**config.mk**
```make
export PLATFORM = sky130hd
export DESIGN_NAME = dds_load_arb_flat
export DESIGN_NICKNAME = d
export VERILOG_FILES = /design/src/rtl/dds_load_arb_pkg.sv /design/src/rtl/dds_load_arb_if.sv /design/src/rtl/dds_load_arb_ack_sync.sv /design/src/rtl/dds_load_arb.sv /design/src/flat_wrapper.sv
export SDC_FILE = /design/constraint.sdc
export NUM_CORES = 1
export LEC_CHECK = 0
export ABC_AREA = 1
export BUFFER_PORTS_ARGS = -buffer_cell sky130_fd_sc_hd__buf_2
export CORE_AREA = 2 2 154 156
export DETAILED_ROUTE_END_ITERATION = 16
export DIE_AREA = 0 0 156 158
export SLEW_MARGIN = 20
export SYNTH_ARGS = -nofsm -noshare
export SYNTH_HDL_FRONTEND = slang
export SYNTH_SLANG_ARGS = --single-unit
```
**constraint.sdc**
```tcl
create_clock -name CLK -period 4.2 [get_ports CLK]
set_clock_uncertainty 0.05 [all_clocks]
set_input_delay 0.42 -clock CLK [delete_from_list [all_inputs] [get_ports CLK]]
set_output_delay 0.42 -clock CLK [all_outputs]
set_load 0.01 [all_outputs]
```
**src/rtl/dds_load_arb_pkg.sv**
```systemverilog
// dds_load_arb_pkg: shared types and default widths for the DDS chirp load arbiter
//   state_t     : arbiter FSM states (ABORT only reachable with DDS_LOAD_TIMEOUT_EN)
//   chirp_cfg_t : one chirp programming set {freq, step, rate}
package dds_load_arb_pkg;
    localparam int DDS_FW = 48;
    localparam int DDS_RW = 32;

    typedef enum logic [2:0] {IDLE, LOAD, RELEASE, START, DONE, ABORT} state_t;

    typedef struct packed {
        logic [DDS_FW-1:0] freq;
        logic [DDS_FW-1:0] step;
        logic [DDS_RW-1:0] rate;
    } chirp_cfg_t;
endpackage

```
**src/rtl/dds_load_arb_if.sv**
```systemverilog
// dds_load_arb_if: requester bus plus REQ/ACK DDS load handshake
//   master : environment side (requesters drive r_*, 96 MHz domain drives ACK)
//   slave  : arbiter side (drives grants, done pulses, DDS_* words, REQ, DDS_start)
interface dds_load_arb_if import dds_load_arb_pkg::*; #(
    parameter int FW = DDS_FW,
    parameter int RW = DDS_RW
) ();
    logic [1:0]    r_req;
    logic [1:0]    r_start;
    logic [FW-1:0] r0_freq;
    logic [FW-1:0] r1_freq;
    logic [FW-1:0] r0_step;
    logic [FW-1:0] r1_step;
    logic [RW-1:0] r0_rate;
    logic [RW-1:0] r1_rate;
    logic [1:0]    r_gnt;
    logic [1:0]    r_done;
    logic [FW-1:0] DDS_freq;
    logic [FW-1:0] DDS_delta_freq;
    logic [RW-1:0] DDS_delta_rate;
    logic          REQ;
    logic          ACK;
    logic          DDS_start;

    modport master (
        output r_req, r_start, r0_freq, r1_freq, r0_step, r1_step, r0_rate, r1_rate, ACK,
        input  r_gnt, r_done, DDS_freq, DDS_delta_freq, DDS_delta_rate, REQ, DDS_start
    );

    modport slave (
        input  r_req, r_start, r0_freq, r1_freq, r0_step, r1_step, r0_rate, r1_rate, ACK,
        output r_gnt, r_done, DDS_freq, DDS_delta_freq, DDS_delta_rate, REQ, DDS_start
    );
endinterface

```
**src/rtl/dds_load_arb_ack_sync.sv**
```systemverilog
// dds_load_arb_ack_sync: SYNC_STG-flop synchronizer bringing the 96 MHz ACK into the CLK domain
//   CLK   : 48 MHz system clock
//   rst_n : asynchronous active-low clear of all stages
//   ack   : asynchronous ACK from the DDS domain
//   ack_s : synchronized ACK
module dds_load_arb_ack_sync #(
    parameter int SYNC_STG = 2
) (
    input  logic CLK,
    input  logic rst_n,
    input  logic ack,
    output logic ack_s
);
    logic [SYNC_STG-1:0] sync;

    always_ff @(posedge CLK or negedge rst_n) begin
        if (!rst_n) sync <= '0;
        else        sync <= {sync[SYNC_STG-2:0], ack};
    end

    assign ack_s = sync[SYNC_STG-1];
endmodule

```
**src/rtl/dds_load_arb.sv**
```systemverilog
// dds_load_arb: two-requester arbiter sequencing the 4-phase REQ/ACK DDS load, then DDS_start
//   CLK     : 48 MHz system clock
//   rst_n   : asynchronous active-low reset
//   bus     : dds_load_arb_if.slave (requester bus, DDS_* words, REQ/ACK, DDS_start)
//   busy    : FSM not in IDLE
//   err_tmo : sticky ACK watchdog error
// Optional: define DDS_LOAD_TIMEOUT_EN to enable the per-phase ACK watchdog and ABORT state.
module dds_load_arb import dds_load_arb_pkg::*; #(
    parameter int FW       = DDS_FW,
    parameter int RW       = DDS_RW,
    parameter int SYNC_STG = 2,
    parameter int TMO_CYC  = 255
) (
    input  logic             CLK,
    input  logic             rst_n,
    dds_load_arb_if.slave    bus,
    output logic             busy,
    output logic             err_tmo
);
    state_t     state, state_nxt;
    logic       ack_s;
    logic       win, win_nxt;
    logic       start_sel, start_nxt;
    logic [1:0] guard, guard_nxt;
    logic       req_nxt;
    logic       grant;
    logic       pick1;

    dds_load_arb_ack_sync #(.SYNC_STG(SYNC_STG)) u_ack_sync (
        .CLK   (CLK),
        .rst_n (rst_n),
        .ack   (bus.ACK),
        .ack_s (ack_s)
    );

    // r0 has priority unless it has already won twice in a row while r1 was waiting
    assign pick1 = bus.r_req[1] && (!bus.r_req[0] || guard == 2'd2);
    // a stale ACK from a previous (possibly aborted) transfer blocks new grants
    assign grant = (state == IDLE) && |bus.r_req && !ack_s;
    assign busy  = state != IDLE;

`ifdef DDS_LOAD_TIMEOUT_EN
    localparam int CW = $clog2(TMO_CYC + 1);
    logic [CW-1:0] cnt;
    logic          tmo;

    assign tmo = (state == LOAD || state == RELEASE) && cnt == CW'(TMO_CYC - 1);
`else
    assign err_tmo = 1'b0;
`endif

    always_comb begin
        state_nxt = state;
        win_nxt   = win;
        start_nxt = start_sel;
        guard_nxt = guard;
        req_nxt   = bus.REQ;
        case (state)
            IDLE: if (grant) begin
                state_nxt = LOAD;
                win_nxt   = pick1;
                start_nxt = bus.r_start[pick1];
                req_nxt   = 1'b1;
                guard_nxt = pick1 ? 2'd0 : guard + {1'b0, bus.r_req[1]};
            end
            LOAD: if (ack_s) begin
                state_nxt = RELEASE;
                req_nxt   = 1'b0;
            end
            RELEASE: if (!ack_s) state_nxt = start_sel ? START : DONE;
            START:   state_nxt = DONE;
            DONE:    state_nxt = IDLE;
`ifdef DDS_LOAD_TIMEOUT_EN
            ABORT:   if (!ack_s) state_nxt = DONE;
`endif
            default: state_nxt = IDLE;
        endcase
`ifdef DDS_LOAD_TIMEOUT_EN
        // an ACK edge arriving on the limit cycle still wins over the abort
        if (tmo && state_nxt == state) begin
            state_nxt = ABORT;
            req_nxt   = 1'b0;
        end
`endif
    end

    always_ff @(posedge CLK or negedge rst_n) begin
        if (!rst_n) begin
            state              <= IDLE;
            win                <= 1'b0;
            start_sel          <= 1'b0;
            guard              <= 2'd0;
            bus.REQ            <= 1'b0;
            bus.r_gnt          <= 2'b00;
            bus.r_done         <= 2'b00;
            bus.DDS_start      <= 1'b0;
            bus.DDS_freq       <= '0;
            bus.DDS_delta_freq <= '0;
            bus.DDS_delta_rate <= '0;
        end else begin
            state         <= state_nxt;
            win           <= win_nxt;
            start_sel     <= start_nxt;
            guard         <= guard_nxt;
            bus.REQ       <= req_nxt;
            // DONE lasts one cycle, so entering it marks exactly one done pulse
            bus.r_gnt     <= grant ? (pick1 ? 2'b10 : 2'b01) : (state_nxt == DONE ? 2'b00 : bus.r_gnt);
            bus.r_done    <= state_nxt == DONE ? (win ? 2'b10 : 2'b01) : 2'b00;
            bus.DDS_start <= state_nxt == START;
            if (grant) begin
                bus.DDS_freq       <= pick1 ? bus.r1_freq : bus.r0_freq;
                bus.DDS_delta_freq <= pick1 ? bus.r1_step : bus.r0_step;
                bus.DDS_delta_rate <= pick1 ? bus.r1_rate : bus.r0_rate;
            end
        end
    end

`ifdef DDS_LOAD_TIMEOUT_EN
    always_ff @(posedge CLK or negedge rst_n) begin
        if (!rst_n) begin
            cnt     <= '0;
            err_tmo <= 1'b0;
        end else begin
            cnt     <= (state_nxt == state && (state == LOAD || state == RELEASE)) ? cnt + 1'b1 : '0;
            err_tmo <= err_tmo | (state_nxt == ABORT && state != ABORT);
        end
    end
`endif
endmodule

```
**src/flat_wrapper.sv**
```systemverilog
// flat-port wrapper written by rule: the top's interface ports become plain ports
module dds_load_arb_flat import dds_load_arb_pkg::*;
#(
    parameter int FW       = DDS_FW,
    parameter int RW       = DDS_RW,
    parameter int SYNC_STG = 2,
    parameter int TMO_CYC  = 255
)
  (CLK, rst_n, busy, err_tmo, bus_r_req, bus_r_start, bus_r0_freq, bus_r1_freq, bus_r0_step, bus_r1_step, bus_r0_rate, bus_r1_rate, bus_ACK, bus_r_gnt, bus_r_done, bus_DDS_freq, bus_DDS_delta_freq, bus_DDS_delta_rate, bus_REQ, bus_DDS_start);
  dds_load_arb_if #(.FW(FW), .RW(RW)) bus_i ();
  input  logic CLK;
  input  logic rst_n;
  output logic busy;
  output logic err_tmo;
  input wire logic [$bits(bus_i.r_req)-1:0] bus_r_req;
  input wire logic [$bits(bus_i.r_start)-1:0] bus_r_start;
  input wire logic [$bits(bus_i.r0_freq)-1:0] bus_r0_freq;
  input wire logic [$bits(bus_i.r1_freq)-1:0] bus_r1_freq;
  input wire logic [$bits(bus_i.r0_step)-1:0] bus_r0_step;
  input wire logic [$bits(bus_i.r1_step)-1:0] bus_r1_step;
  input wire logic [$bits(bus_i.r0_rate)-1:0] bus_r0_rate;
  input wire logic [$bits(bus_i.r1_rate)-1:0] bus_r1_rate;
  input wire logic [$bits(bus_i.ACK)-1:0] bus_ACK;
  output wire logic [$bits(bus_i.r_gnt)-1:0] bus_r_gnt;
  output wire logic [$bits(bus_i.r_done)-1:0] bus_r_done;
  output wire logic [$bits(bus_i.DDS_freq)-1:0] bus_DDS_freq;
  output wire logic [$bits(bus_i.DDS_delta_freq)-1:0] bus_DDS_delta_freq;
  output wire logic [$bits(bus_i.DDS_delta_rate)-1:0] bus_DDS_delta_rate;
  output wire logic [$bits(bus_i.REQ)-1:0] bus_REQ;
  output wire logic [$bits(bus_i.DDS_start)-1:0] bus_DDS_start;
  assign bus_i.r_req = bus_r_req;
  assign bus_i.r_start = bus_r_start;
  assign bus_i.r0_freq = bus_r0_freq;
  assign bus_i.r1_freq = bus_r1_freq;
  assign bus_i.r0_step = bus_r0_step;
  assign bus_i.r1_step = bus_r1_step;
  assign bus_i.r0_rate = bus_r0_rate;
  assign bus_i.r1_rate = bus_r1_rate;
  assign bus_i.ACK = bus_ACK;
  assign bus_r_gnt = bus_i.r_gnt;
  assign bus_r_done = bus_i.r_done;
  assign bus_DDS_freq = bus_i.DDS_freq;
  assign bus_DDS_delta_freq = bus_i.DDS_delta_freq;
  assign bus_DDS_delta_rate = bus_i.DDS_delta_rate;
  assign bus_REQ = bus_i.REQ;
  assign bus_DDS_start = bus_i.DDS_start;
  dds_load_arb #(.FW(FW), .RW(RW), .SYNC_STG(SYNC_STG), .TMO_CYC(TMO_CYC)) u_core (.CLK(CLK), .rst_n(rst_n), .bus(bus_i), .busy(busy), .err_tmo(err_tmo));
endmodule
```
======== Word level (Yosys, flattened, before mapping) ========
Cells that the tools add are included.
operators by class
  $add $sub $neg .......................... 1
  $lt $le $gt $ge ......................... 1
  equal/unequal tests ..................... 8
  mux-type cells .......................... 19
  reduce and logical (&&, ||, !) cells .... 13
operator list
  kind                                                                          number
  48-bit 2-to-1 mux                                                             2
  32-bit 2-to-1 mux                                                             1
  2-bit 2-to-1 mux                                                              6
  3-bit 2-to-1 mux                                                              4
  3-bit one-hot mux with 4 select lines                                         1
  3-bit by 2-bit equality test with 1-bit output, second input constant         3
  1-bit 2-to-1 mux                                                              4
  2-bit nonzero test                                                            2
  3-bit by 1-bit equality test with 1-bit output, second input constant         1
  3-bit equality test, second input constant                                    1
  1-bit logical AND                                                             3
  3-bit logical NOT                                                             1
  3-bit AND reduction                                                           1
  3-bit nonzero test                                                            1
  2-bit by 1-bit adder with 2-bit output                                        1
  2-bit equality test, second input constant                                    1
  1-bit logical NOT                                                             2
  1-bit by 2-bit less-than comparator with 1-bit output, second input constant  1
  2-bit by 1-bit inequality test with 1-bit output, second input constant       1
  2-bit inequality test, second input constant                                  1
  1-bit one-hot mux with 2 select lines                                         1
  2-bit AND reduction                                                           1
  2-bit OR reduction                                                            1
  1-bit logical OR                                                              1
word-level totals
  register bits after elaboration ......... 143
  input port bits ......................... 263
  output and inout bits ................... 136
  word-level logic and storage cells ...... 54

======== Logic depth before layout (Yosys ltp) ========
Gate-level depths: netlist of run 1.
  depth in word-level cells ............... 8
  mapped depth ............................ 9
  mapped depth without buffers ............ 7

======== Cells and area by module ========
A second synthesis of run 1 with hierarchy kept.
second synthesis, totals
  cell total of the unflattened synthesis .. 780
  area total of the unflattened synthesis .. 6,622.6 µm²
by module, submodules not included
  module                 instances  cells each  area an instance (µm²)  seq. area each (µm²)
  dds_load_arb           1          778         6,572.6                 3,528.4
  dds_load_arb_ack_sync  1          2           50.0                    50.0

======== Least setup slack after synthesis of run 1 ========
OpenSTA, ideal clock, no wires.
  path type ............................... input-to-reg
  from .................................... input port bus_r_req[0]
  to ...................................... register u_core.bus.DDS_delta_freq[42]
  library setup time ...................... 0.125 ns
  data arrival time ....................... 1.197 ns
  data required time ...................... 4.025 ns
  slack ................................... 2.829 ns
  stages .................................. 6
  buffers on the path ..................... 2
  cells stage by stage .................... o21ai_0 > nor2_4 > buf_4 > buf_4 > nand3_1 > nand3_1
between the ends
  cells in the longest elaborated chain, start to end .. 4
  elaborated cells between the ends (all ways) .. 7
  those cells by class .................... mux: 1; reduce/logical: 6
RTL lines
  what                  line                   text
  start, declared       flat_wrapper.sv:15     input wire logic [$bits(bus_i.r_req)-1:0] bus_r_req;
  1-bit logical NOT     dds_load_arb.sv:37     assign pick1 = bus.r_req[1] && (!bus.r_req[0] || guard == 2'd2);
  1-bit logical OR      dds_load_arb.sv:37
  1-bit logical AND     dds_load_arb.sv:37
  48-bit 2-to-1 mux     dds_load_arb.sv:112    bus.DDS_delta_freq <= pick1 ? bus.r1_step : bus.r0_step;
  end signal, assigned  dds_load_arb.sv:112
  end, declared         dds_load_arb_if.sv:32  output r_gnt, r_done, DDS_freq, DDS_delta_freq, DDS_delta_rate, REQ, DDS_start
Several ways; a longest one is shown, not always the timed one.
A chain may end at the register's enable or synchronous reset.

======== Worst setup path in the final report of run 1 ========
  from .................................... register u_core.guard[0]
  to ...................................... register u_core.bus.DDS_freq[37]
between the ends
  cells in the longest elaborated chain, start to end .. 4
RTL lines
  what                    line                   text
  start, declared         dds_load_arb.sv:24     logic [1:0] guard, guard_nxt;
  start signal, assigned  dds_load_arb.sv:104    guard <= guard_nxt;
  2-bit equality test     dds_load_arb.sv:37
  1-bit logical OR        dds_load_arb.sv:37
  1-bit logical AND       dds_load_arb.sv:37
  48-bit 2-to-1 mux       dds_load_arb.sv:111    bus.DDS_freq <= pick1 ? bus.r1_freq : bus.r0_freq;
  end signal, assigned    dds_load_arb.sv:111
  end, declared           dds_load_arb_if.sv:32
No other way between the ends.

==> report_table.html, run 1 <==
<table>
<tr><th>Metric</th><th>Value</th></tr>
<tr><th colspan="2">Clock tree</th></tr>
<tr><td>Clock Path Buffers</td><td>2</td></tr>
<tr><td>Post-CTS setup buffers</td><td>0</td></tr>
<tr><td>TritonCTS clock tree</td><td>done</td></tr>
<tr><td>Number of hold-repair buffers added at the cts stage</td><td>1</td></tr>
<tr><td>Clock sink total</td><td>143</td></tr>
<tr><td>Root buffer cell</td><td>sky130_fd_sc_hd__clkbuf_16</td></tr>
<tr><td>Total clock buffers created by CTS</td><td>17</td></tr>
<tr><td>CTS resizes</td><td>0</td></tr>
<tr><td>Insertion delay to the later sink of the worst-skew pair</td><td>0.41 ns</td></tr>
<tr><td>H-tree depth reported by CTS</td><td>4</td></tr>
<tr><td>Clock transition at the registers of the reported paths</td><td>0.07 ns</td></tr>
<tr><th colspan="2">Synthesis</th></tr>
<tr><td>Share of the synthesized area in the top cell type</td><td>0.538</td></tr>
<tr><td>Gate Count Post-Synth</td><td>780</td></tr>
<tr><td>Ys async rst share</td><td>1.00</td></tr>
<tr><td>Synth top cells by count</td><td>393 x sky130_fd_sc_hd__nand3_1, 143 x sky130_fd_sc_hd__dfrtp_1, 143 x sky130_fd_sc_hd__nand2_1, 28 x sky130_fd_sc_hd__buf_4, 21 x sky130_fd_sc_hd__clkbuf_1</td></tr>
<tr><td>Most used DFF post-synth</td><td>sky130_fd_sc_hd__dfrtp_1</td></tr>
<tr><td>Number of enable-type register cells in the synthesized netlist</td><td>0</td></tr>
<tr><td>Register area share after synthesis</td><td>0.538</td></tr>
<tr><td>Synth area leaders</td><td>sky130_fd_sc_hd__dfrtp_1 54%, sky130_fd_sc_hd__nand3_1 30%, sky130_fd_sc_hd__nand2_1 8.1%</td></tr>
<tr><td>Dominant cell type by area after synthesis</td><td>sky130_fd_sc_hd__dfrtp_1</td></tr>
<tr><td>Nets in the synthesized netlist</td><td>1044</td></tr>
<tr><td>Synthesized area divided by synthesized cell count</td><td>8.53 um2</td></tr>
<tr><td>Count of synthesis-stage warnings from yosys</td><td>0</td></tr>
<tr><td>Dominant cell by count in the synthesized netlist</td><td>sky130_fd_sc_hd__nand3_1</td></tr>
<tr><td>Number of unique standard cell types used by synthesis</td><td>21</td></tr>
<tr><td>Post-synthesis cell area</td><td>0.00666 mm2</td></tr>
<tr><td>Number of synthesized register bits</td><td>143</td></tr>
<tr><th colspan="2">Critical path</th></tr>
<tr><td>Worst Setup End Kind</td><td>flip-flop</td></tr>
<tr><td>Startpoint class of the critical path</td><td>flip-flop</td></tr>
<tr><td>Crit path max fanout</td><td>73</td></tr>
<tr><td>Crit Path Category</td><td>reg2reg</td></tr>
<tr><td>CP Data Arrival Time</td><td>2.39 ns</td></tr>
<tr><td>Required time at the endpoint of the critical path</td><td>4.49 ns</td></tr>
<tr><th colspan="2">Detailed routing</th></tr>
<tr><td>Wire length reported by the detailed router</td><td>23.0 mm</td></tr>
<tr><td>Number of remaining DRC errors</td><td>0</td></tr>
<tr><td>Wire length per cell</td><td>16.0 um</td></tr>
<tr><td>Post-detailed-route count of antenna-violating nets</td><td>0</td></tr>
<tr><td>Drt via density</td><td>4.90</td></tr>
<tr><td>Vias</td><td>7036</td></tr>
<tr><td>Pre-Repair DR Iteration Count</td><td>5</td></tr>
<tr><td>Iteration-0 DRC count of the detailed router</td><td>500</td></tr>
<tr><th colspan="2">Floorplanning</th></tr>
<tr><td>Chip width</td><td>156 um</td></tr>
<tr><td>Height of the die</td><td>158 um</td></tr>
<tr><td>Core Box Area</td><td>0.0231 mm2</td></tr>
<tr><td>Std cell rows</td><td>56</td></tr>
<tr><td>Initial Util</td><td>0.289</td></tr>
<tr><td>Area enclosed by the die boundary</td><td>0.0246 mm2</td></tr>
<tr><td>Count of pins on the block boundary</td><td>399</td></tr>
<tr><th colspan="2">Cells and area</th></tr>
<tr><td>Final nets</td><td>1397</td></tr>
<tr><td>Total area of multi-input combinational cells</td><td>0.00264 mm2</td></tr>
<tr><td>Ratio of cells with drive above 1 in the final layout</td><td>0.386</td></tr>
<tr><td>Synthesis-to-finish area growth</td><td>40.1%</td></tr>
<tr><td>Final cell count without fillers</td><td>1435</td></tr>
<tr><td>Fillers</td><td>2352</td></tr>
<tr><td>Number of antenna cells inserted</td><td>0</td></tr>
<tr><td>Flip-flop and latch area</td><td>0.00358 mm2</td></tr>
<tr><th colspan="2">Timing</th></tr>
<tr><td>Final setup fails</td><td>0</td></tr>
<tr><td>RSZ-0062 raised after global routing</td><td>no</td></tr>
<tr><td>Worst-margin pin slew</td><td>0.752 ns</td></tr>
<tr><td>Crit path time final</td><td>2.10 ns</td></tr>
<tr><td>Highest attainable clock frequency</td><td>0.477 GHz</td></tr>
<tr><td>Max Transition Viols Final</td><td>0</td></tr>
<tr><td>Slew Limit Headroom</td><td>0.499</td></tr>
<tr><td>Final Hold Viols</td><td>0</td></tr>
<tr><td>Summed negative setup slack over all endpoints</td><td>0 ns</td></tr>
<tr><td>Final worst path period share</td><td>0.500</td></tr>
<tr><th colspan="2">Flow run</th></tr>
<tr><td>Max_cap viols</td><td>0</td></tr>
<tr><th colspan="2">Global route</th></tr>
<tr><td>Global-route layer with the greatest usage</td><td>met2</td></tr>
<tr><td>Met1 usage in global routing</td><td>0.214</td></tr>
<tr><td>Total congestion overflow after global routing</td><td>0</td></tr>
<tr><td>First-pass GRT wire length</td><td>35.0 mm</td></tr>
<tr><td>All-Layer GR Usage</td><td>0.180</td></tr>
<tr><td>GR met2 Demand/Resource</td><td>0.308</td></tr>
<tr><td>Number of antenna violations at the first check in global routing</td><td>1</td></tr>
<tr><td>Largest net degree at the start of global routing</td><td>151</td></tr>
<tr><td>Met3 layer usage reported by global route</td><td>0.0569</td></tr>
<tr><td>Vias in the first global route</td><td>6728</td></tr>
<tr><th colspan="2">Pwr</th></tr>
<tr><td>Pwr/cell area</td><td>700 mW/mm2</td></tr>
<tr><td>Relative contribution of the clock network to total power</td><td>0.237</td></tr>
<tr><td>Combinational group share of total power</td><td>0.401</td></tr>
<tr><td>Share of power burned in registers</td><td>0.362</td></tr>
<tr><td>Static leakage</td><td>4.96 nW</td></tr>
<tr><td>Sw Share</td><td>0.397</td></tr>
<tr><td>Max rail drop VDD</td><td>0.000302 V</td></tr>
<tr><td>Net Sw Power</td><td>2.59 mW</td></tr>
<tr><td>Cell-internal power</td><td>3.94 mW</td></tr>
<tr><th colspan="2">Placed design</th></tr>
<tr><td>Placed wire-length estimate after detailed placement</td><td>15.8 mm</td></tr>
<tr><td>Port Buffer Count</td><td>397</td></tr>
<tr><td>Placed cell count</td><td>1403</td></tr>
<tr><td>Placer's final routability congestion estimate</td><td>0.798</td></tr>
<tr><th colspan="2">Hold path</th></tr>
<tr><td>Type of the tightest min-delay check</td><td>in2reg</td></tr>
<tr><th colspan="2">Run status</th></tr>
<tr><td>Run status</td><td>finished, final reports clean</td></tr>
</table>
==> critical path, stage by stage (launching register included) <==
cell and delay [ns]:
sky130_fd_sc_hd__dfrtp_1 0.38, sky130_fd_sc_hd__inv_1 0.08, sky130_fd_sc_hd__nand2_1 0.05, sky130_fd_sc_hd__nand2_1 0.09, sky130_fd_sc_hd__nand2_4 0.17, sky130_fd_sc_hd__inv_4 0.52, sky130_fd_sc_hd__buf_12 0.38, sky130_fd_sc_hd__nand3_1 0.13
sky130_fd_sc_hd__nand3_1 0.11
==> worst paths after layout <==
check / start / end / slack [ns] / cells past startpoint
setup / recovery: u_core.guard[0]$_DFFE_PN0P_ / u_core.bus.DDS_freq[37]$_DFFE_PN0P_ / 2.10 / 8
hold / removal: bus_ACK / u_core.u_ack_sync.sync[0]$_DFF_PN0_ / 0.07 / 1
setup reg to reg: u_core.guard[0]$_DFFE_PN0P_ / u_core.bus.DDS_freq[37]$_DFFE_PN0P_ / 2.10 / 8
hold reg to reg: u_core.u_ack_sync.sync[0]$_DFF_PN0_ / u_core.u_ack_sync.sync[1]$_DFF_PN0_ / 0.29 / 0
max in group asynchronous: rst_n / u_core.bus.DDS_freq[36]$_DFFE_PN0P_ / 2.69 / 3
min in group asynchronous: rst_n / u_core.bus.DDS_delta_rate[6]$_DFFE_PN0P_ / 0.48 / 2
==> cell families (layout without fill, tap and decap cells) <==
group	after synthesis	count (layout)	synth area share
fa+ha+maj	1	1	0.00188
simple gates	546	546	0.386
flops	143	143	0.538
other cells	1	1	0.000563
buf+inv	82	447	0.0677
compound gates	6	6	0.00451
xor+xnor	1	1	0.00132
==> cell type report <==
type | count | area share
clock buffers | 18 | 0.0471
repair buffers | 406 | 0.227
multi-input cells | 555 | 0.283
inverters | 10 | 0.00429
well taps | 290 | 0.0389
clock inverters | 13 | 0.0164
flip-flops and latches | 143 | 0.384
==> power by group through the flow <==
stage	Combinational (mW)	Clock (mW)	Sequential [mW]
6_report	2.62	1.55	2.37
2_1_floorplan	1.34	0	2.64
3_3_place_gp	2.61	0	2.39
4_1_cts	2.66	1.59	2.36
3_5_place_dp	2.67	0	2.36
5_1_grt	2.93	1.66	2.44
==> cells in the final DEF, fill, tap and decap left out <==
cell,instances
sky130_fd_sc_hd__buf_2,396
sky130_fd_sc_hd__conb_1,1
sky130_fd_sc_hd__inv_4,1
sky130_fd_sc_hd__xor2_1,1
sky130_fd_sc_hd__o21ai_0,5
sky130_fd_sc_hd__nand2_2,1
sky130_fd_sc_hd__clkinvlp_4,3
sky130_fd_sc_hd__bufinv_16,2
sky130_fd_sc_hd__inv_1,9
sky130_fd_sc_hd__clkbuf_8,1
sky130_fd_sc_hd__nor3_1,1
sky130_fd_sc_hd__buf_4,4
sky130_fd_sc_hd__nand2_1,143
sky130_fd_sc_hd__buf_6,1
sky130_fd_sc_hd__clkbuf_16,17
sky130_fd_sc_hd__clkinv_4,3
sky130_fd_sc_hd__nand4_4,1
sky130_fd_sc_hd__dfrtp_1,143
sky130_fd_sc_hd__nand3_1,393
sky130_fd_sc_hd__ha_1,1
sky130_fd_sc_hd__nor2_1,4
sky130_fd_sc_hd__nand2_4,1
sky130_fd_sc_hd__a21oi_1,1
sky130_fd_sc_hd__nor2_4,2
sky130_fd_sc_hd__inv_6,5
sky130_fd_sc_hd__dlygate4sd3_1,1
sky130_fd_sc_hd__buf_12,4
==> through the flow <==
| step | worst slack, ns | hold slack [ns] | power, mW | util | instance area, um2 |
|---|---|---|---|---|---|
| final | 2.10 | 0.0725 | 6.53 | 0.405 | 9330 |
| after global routing | 1.86 | 0.0530 | 7.03 | 0.405 | 9330 |
| after CTS | 2.06 | 0.0484 | 6.62 | 0.405 | 9330 |
| after detailed placement | 2.02 | 0.290 | 5.03 | 0.378 | 8720 |
| after global placement | 2.04 | 0.283 | 5.00 | 0.378 | 8720 |
| after floorplan | 2.83 | 0.0744 | 3.98 | - | 6660 |
==> state kept, by name (all words and copies together) (netlist names) <==
signal                     count
u_core.bus.r_done              2
u_core.guard                   2
u_core.u_ack_sync.sync         2
u_core.bus.REQ                 1
u_core.win                     1
u_core.bus.DDS_delta_freq     48
u_core.state                   3
u_core.bus.r_gnt               2
u_core.bus.DDS_delta_rate     32
u_core.start_sel               1
u_core.bus.DDS_start           1
u_core.bus.DDS_freq           48
==> layer usage <==
| metal | share of wire | wire [um] | vias up |
|---|---|---|---|
| met5 | 0.00057 | 13 | - |
| li1 | - | - | 3386 |
| met2 | 0.49 | 11200 | 343 |
| met3 | 0.088 | 2010 | 36 |
| met1 | 0.40 | 9270 | 3269 |
| met4 | 0.022 | 501 | 2 |
(Power assumes the default switching activity.)
==> inputs of run 2 (changes only) <==
- CORE_AREA: 2 2 154 156 -> 2 2 155 157
- DIE_AREA: 0 0 156 158 -> 0 0 157 159
- clock period: 4.2 -> 2.2 ns (I/O delays scaled with it)
==> run 2 against run 1 <==
  * Count of clock-buffer cells in the layout did not move
  * Combinational power rose to 2.8 times the previous value
  * Die area rose by 1.3%
  * First-iteration DRC count rose by 39%
  * Sequential power rose by 91%
  * Clock power rose by 110%
  * Setup slack got worse by 2.0 ns
  * Critical path depth did not move
  * Non-clock buffer count rose by 244
  * Register-to-register slack got worse by 2.0 ns
  * Sequential share of layout area fell by 8.7 points
  * Maximum frequency fell by 0.63%
  * Largest power group unchanged
==> report_table.html, run 2 (synthesis gave the netlist of run 1 again) <==
<table>
<tr><th>Metric</th><th>Value</th></tr>
<tr><th colspan="2">Timing</th></tr>
<tr><td>Highest attainable clock frequency</td><td>0.474 GHz (-0.63%)</td></tr>
<tr><td>Worst-margin pin slew</td><td>0.612 ns (-0.139 ns)</td></tr>
<tr><td>Max Transition Viols Final</td><td>0 (unchanged)</td></tr>
<tr><td>Final Hold Viols</td><td>0 (unchanged)</td></tr>
<tr><td>Crit path time final</td><td>2.11 ns (+0.0132 ns)</td></tr>
<tr><td>Slew Limit Headroom</td><td>0.587 (+0.0886)</td></tr>
<tr><td>Final setup fails</td><td>0 (unchanged)</td></tr>
<tr><td>Worst-case hold slack</td><td>0.0141 ns (-0.0584 ns)</td></tr>
<tr><td>Final worst path period share</td><td>0.960 (+0.460)</td></tr>
<tr><th colspan="2">Cells and area</th></tr>
<tr><td>Fillers</td><td>2098 (-11%)</td></tr>
<tr><td>Synthesis-to-finish area growth</td><td>81.2%</td></tr>
<tr><td>Final core occ</td><td>0.520 (+0.115)</td></tr>
<tr><td>Ratio of cells with drive above 1 in the final layout</td><td>0.331 (-0.0551)</td></tr>
<tr><td>Most used cells in the layout excluding fill and tap cells</td><td>396 x sky130_fd_sc_hd__buf_2, 393 x sky130_fd_sc_hd__nand3_1, 229 x sky130_fd_sc_hd__dlygate4sd3_1, 143 x sky130_fd_sc_hd__nand2_1, 143 x sky130_fd_sc_hd__dfrtp_1</td></tr>
<tr><td>Most common cell after layout, fill and taps aside</td><td>sky130_fd_sc_hd__buf_2</td></tr>
<tr><td>Regs by FF count</td><td>u_core.bus.DDS_delta_freq x48, u_core.bus.DDS_freq x48, u_core.bus.DDS_delta_rate x32</td></tr>
<tr><td>Final standard cell area without fillers</td><td>0.0121 mm2 (+29%)</td></tr>
<tr><td>Total area of multi-input combinational cells</td><td>0.00264 mm2 (unchanged)</td></tr>
<tr><td>Flip-flop and latch area</td><td>0.00358 mm2 (unchanged)</td></tr>
<tr><td>Final cell count without fillers</td><td>1714 (+19%)</td></tr>
<tr><td>Final nets</td><td>1641 (+17%)</td></tr>
<tr><th colspan="2">Critical path</th></tr>
<tr><td>Worst Setup End Kind</td><td>flip-flop</td></tr>
<tr><td>Startpoint class of the critical path</td><td>flip-flop</td></tr>
<tr><td>Crit path max fanout</td><td>28 (-62%)</td></tr>
<tr><td>Worst reg-to-reg setup slack</td><td>0.09 ns (-2.01 ns)</td></tr>
<tr><td>Required time at the endpoint of the critical path</td><td>2.50 ns (-1.99 ns)</td></tr>
<tr><td>CP Data Arrival Time</td><td>2.41 ns (+0.02 ns)</td></tr>
<tr><td>Crit Path Category</td><td>reg2reg</td></tr>
<tr><th colspan="2">Floorplanning</th></tr>
<tr><td>Std cell rows</td><td>56 (unchanged)</td></tr>
<tr><td>Chip width</td><td>157 um (+0.64%)</td></tr>
<tr><td>Initial Util</td><td>0.287 (-0.00174)</td></tr>
<tr><td>Count of pins on the block boundary</td><td>399 (unchanged)</td></tr>
<tr><td>Core Box Area</td><td>0.0232 mm2 (+0.61%)</td></tr>
<tr><td>Area enclosed by the die boundary</td><td>0.0250 mm2 (+1.3%)</td></tr>
<tr><td>Height of the die</td><td>159 um (+0.63%)</td></tr>
<tr><th colspan="2">Pwr</th></tr>
<tr><td>Static leakage</td><td>6.19 nW (+25%)</td></tr>
<tr><td>Pwr/cell area</td><td>1250 mW/mm2 (+79%)</td></tr>
<tr><td>Max rail drop VDD</td><td>0.000602 V (+99%)</td></tr>
<tr><td>Relative contribution of the clock network to total power</td><td>0.211 (-0.026)</td></tr>
<tr><td>Total power</td><td>15.1 mW (+130%)</td></tr>
<tr><td>Share of power burned in registers</td><td>0.299 (-0.063)</td></tr>
<tr><td>Net Sw Power</td><td>5.65 mW (+120%)</td></tr>
<tr><td>Combinational group share of total power</td><td>0.490 (+0.089)</td></tr>
<tr><td>Cell-internal power</td><td>9.47 mW (+140%)</td></tr>
<tr><td>Sw Share</td><td>0.374 (-0.0237)</td></tr>
<tr><th colspan="2">Global route</th></tr>
<tr><td>Global-route layer with the greatest usage</td><td>met2</td></tr>
<tr><td>Met3 layer usage reported by global route</td><td>0.0523 (-0.00468)</td></tr>
<tr><td>Number of antenna violations at the first check in global routing</td><td>4 (+3)</td></tr>
<tr><td>All-Layer GR Usage</td><td>0.212 (+0.0319)</td></tr>
<tr><td>First-pass GRT wire length</td><td>42.4 mm (+21%)</td></tr>
<tr><td>GR met2 Demand/Resource</td><td>0.378 (+0.0695)</td></tr>
<tr><td>Met1 usage in global routing</td><td>0.238 (+0.0243)</td></tr>
<tr><td>Total congestion overflow after global routing</td><td>0 (unchanged)</td></tr>
<tr><td>Largest net degree at the start of global routing</td><td>133 (-12%)</td></tr>
<tr><td>Vias in the first global route</td><td>8452 (+26%)</td></tr>
<tr><th colspan="2">Clock tree</th></tr>
<tr><td>Clock Path Buffers</td><td>2 (unchanged)</td></tr>
<tr><td>H-tree depth reported by CTS</td><td>4 (unchanged)</td></tr>
<tr><td>Clock transition at the registers of the reported paths</td><td>0.07 ns (about the same)</td></tr>
<tr><td>Root buffer cell</td><td>sky130_fd_sc_hd__clkbuf_16</td></tr>
<tr><td>Clock sink total</td><td>143 (unchanged)</td></tr>
<tr><td>Insertion delay to the later sink of the worst-skew pair</td><td>0.42 ns (about the same)</td></tr>
<tr><td>Total clock buffers created by CTS</td><td>17 (unchanged)</td></tr>
<tr><td>TritonCTS clock tree</td><td>done</td></tr>
<tr><th colspan="2">Detailed routing</th></tr>
<tr><td>Drt via density</td><td>4.93 (+0.54%)</td></tr>
<tr><td>Number of remaining DRC errors</td><td>0 (unchanged)</td></tr>
<tr><td>Iteration-0 DRC count of the detailed router</td><td>696 (+39%)</td></tr>
<tr><td>Wire length reported by the detailed router</td><td>28.8 mm (+25%)</td></tr>
<tr><td>Wire length per cell</td><td>16.8 um (+4.9%)</td></tr>
<tr><td>Post-detailed-route count of antenna-violating nets</td><td>0 (unchanged)</td></tr>
<tr><td>Vias</td><td>8449 (+20%)</td></tr>
<tr><td>Pre-Repair DR Iteration Count</td><td>8 (+3)</td></tr>
<tr><th colspan="2">Hold path</th></tr>
<tr><td>Type of the tightest min-delay check</td><td>in2reg</td></tr>
<tr><th colspan="2">Placed design</th></tr>
<tr><td>Placer's final routability congestion estimate</td><td>0.776 (-2.8%)</td></tr>
<tr><td>Port Buffer Count</td><td>397 (unchanged)</td></tr>
<tr><td>Instance area at placement</td><td>0.00891 mm2 (+2.1%)</td></tr>
<tr><td>Placed wire-length estimate after detailed placement</td><td>16.6 mm (+4.9%)</td></tr>
<tr><td>Placed cell count</td><td>1440 (+2.6%)</td></tr>
<tr><th colspan="2">Flow run</th></tr>
<tr><td>Max_cap viols</td><td>0 (unchanged)</td></tr>
<tr><th colspan="2">Run status</th></tr>
<tr><td>Run status</td><td>finished, final reports clean</td></tr>
</table>
-- run 2: worst max-delay path, stage by stage (launching register included) --
cell                            delay [ns]
sky130_fd_sc_hd__dfrtp_1              0.42
sky130_fd_sc_hd__nor2_4               0.19
sky130_fd_sc_hd__nand2_2              0.09
sky130_fd_sc_hd__nor2_4               0.14
sky130_fd_sc_hd__buf_12               0.18
sky130_fd_sc_hd__buf_16               0.18
sky130_fd_sc_hd__nand3_1              0.10
sky130_fd_sc_hd__nand3_1              0.11
sky130_fd_sc_hd__dlygate4sd3_1        0.56
-- run 2: per-layer routing --
metal	part of all wire	wire length, um
met4	0.032	916
met5	0	0
met3	0.084	2420
met1	0.38	10900
met2	0.51	14600
-- run 2: final cells by class --
class,count,area share
flip-flops and latches,143,0.297
well taps,319,0.0331
multi-input cells,555,0.219
diodes,5,0.00104
clock inverters,14,0.0161
inverters,10,0.00353
clock buffers,18,0.0364
repair buffers,650,0.394
-- run 2: per-stage QoR --
step / setup TNS (ns) / setup slack, ns
6_report: 0 / 0.0882
2_1_floorplan: 0 / 0.834
3_5_place_dp: 0 / 0.562
4_1_cts: 0 / 0.0185
5_1_grt: -0.0266 / -0.00834
3_3_place_gp: 0 / 0.601
-- run 2: worst paths after layout --
check | from | end | cells after the start
max | u_core.state[2]$_DFF_PN0_ | u_core.bus.DDS_freq[26]$_DFFE_PN0P_ | 8
min | bus_r_start[0] | u_core.start_sel$_DFFE_PN0P_ | 3
max reg2reg | u_core.state[2]$_DFF_PN0_ | u_core.bus.DDS_freq[26]$_DFFE_PN0P_ | 8
min reg2reg | u_core.u_ack_sync.sync[0]$_DFF_PN0_ | u_core.u_ack_sync.sync[1]$_DFF_PN0_ | 0
max in group asynchronous | rst_n | u_core.bus.DDS_delta_freq[6]$_DFFE_PN0P_ | 3
min in group asynchronous | rst_n | u_core.bus.DDS_delta_rate[19]$_DFFE_PN0P_ | 2
-- run 2: what timing repair did --
item,CTS,global route
hold buffers,229,0
gates resized for setup,0,11
setup endpoints to repair,0,96
hold endpoints to repair,161,0
setup buffers,0,2
-- run 2: power by group through the flow --
| stage | Sequential, mW | Combinational, mW | Clock (mW) |
|---|---|---|---|
| 2_1_floorplan | 5.04 | 2.56 | 0 |
| 3_3_place_gp | 4.52 | 5.17 | 0 |
| 3_5_place_dp | 4.49 | 5.28 | 0 |
| 4_1_cts | 4.50 | 6.94 | 3.25 |
| 5_1_grt | 4.66 | 8.08 | 3.36 |
| 6_report | 4.53 | 7.41 | 3.18 |
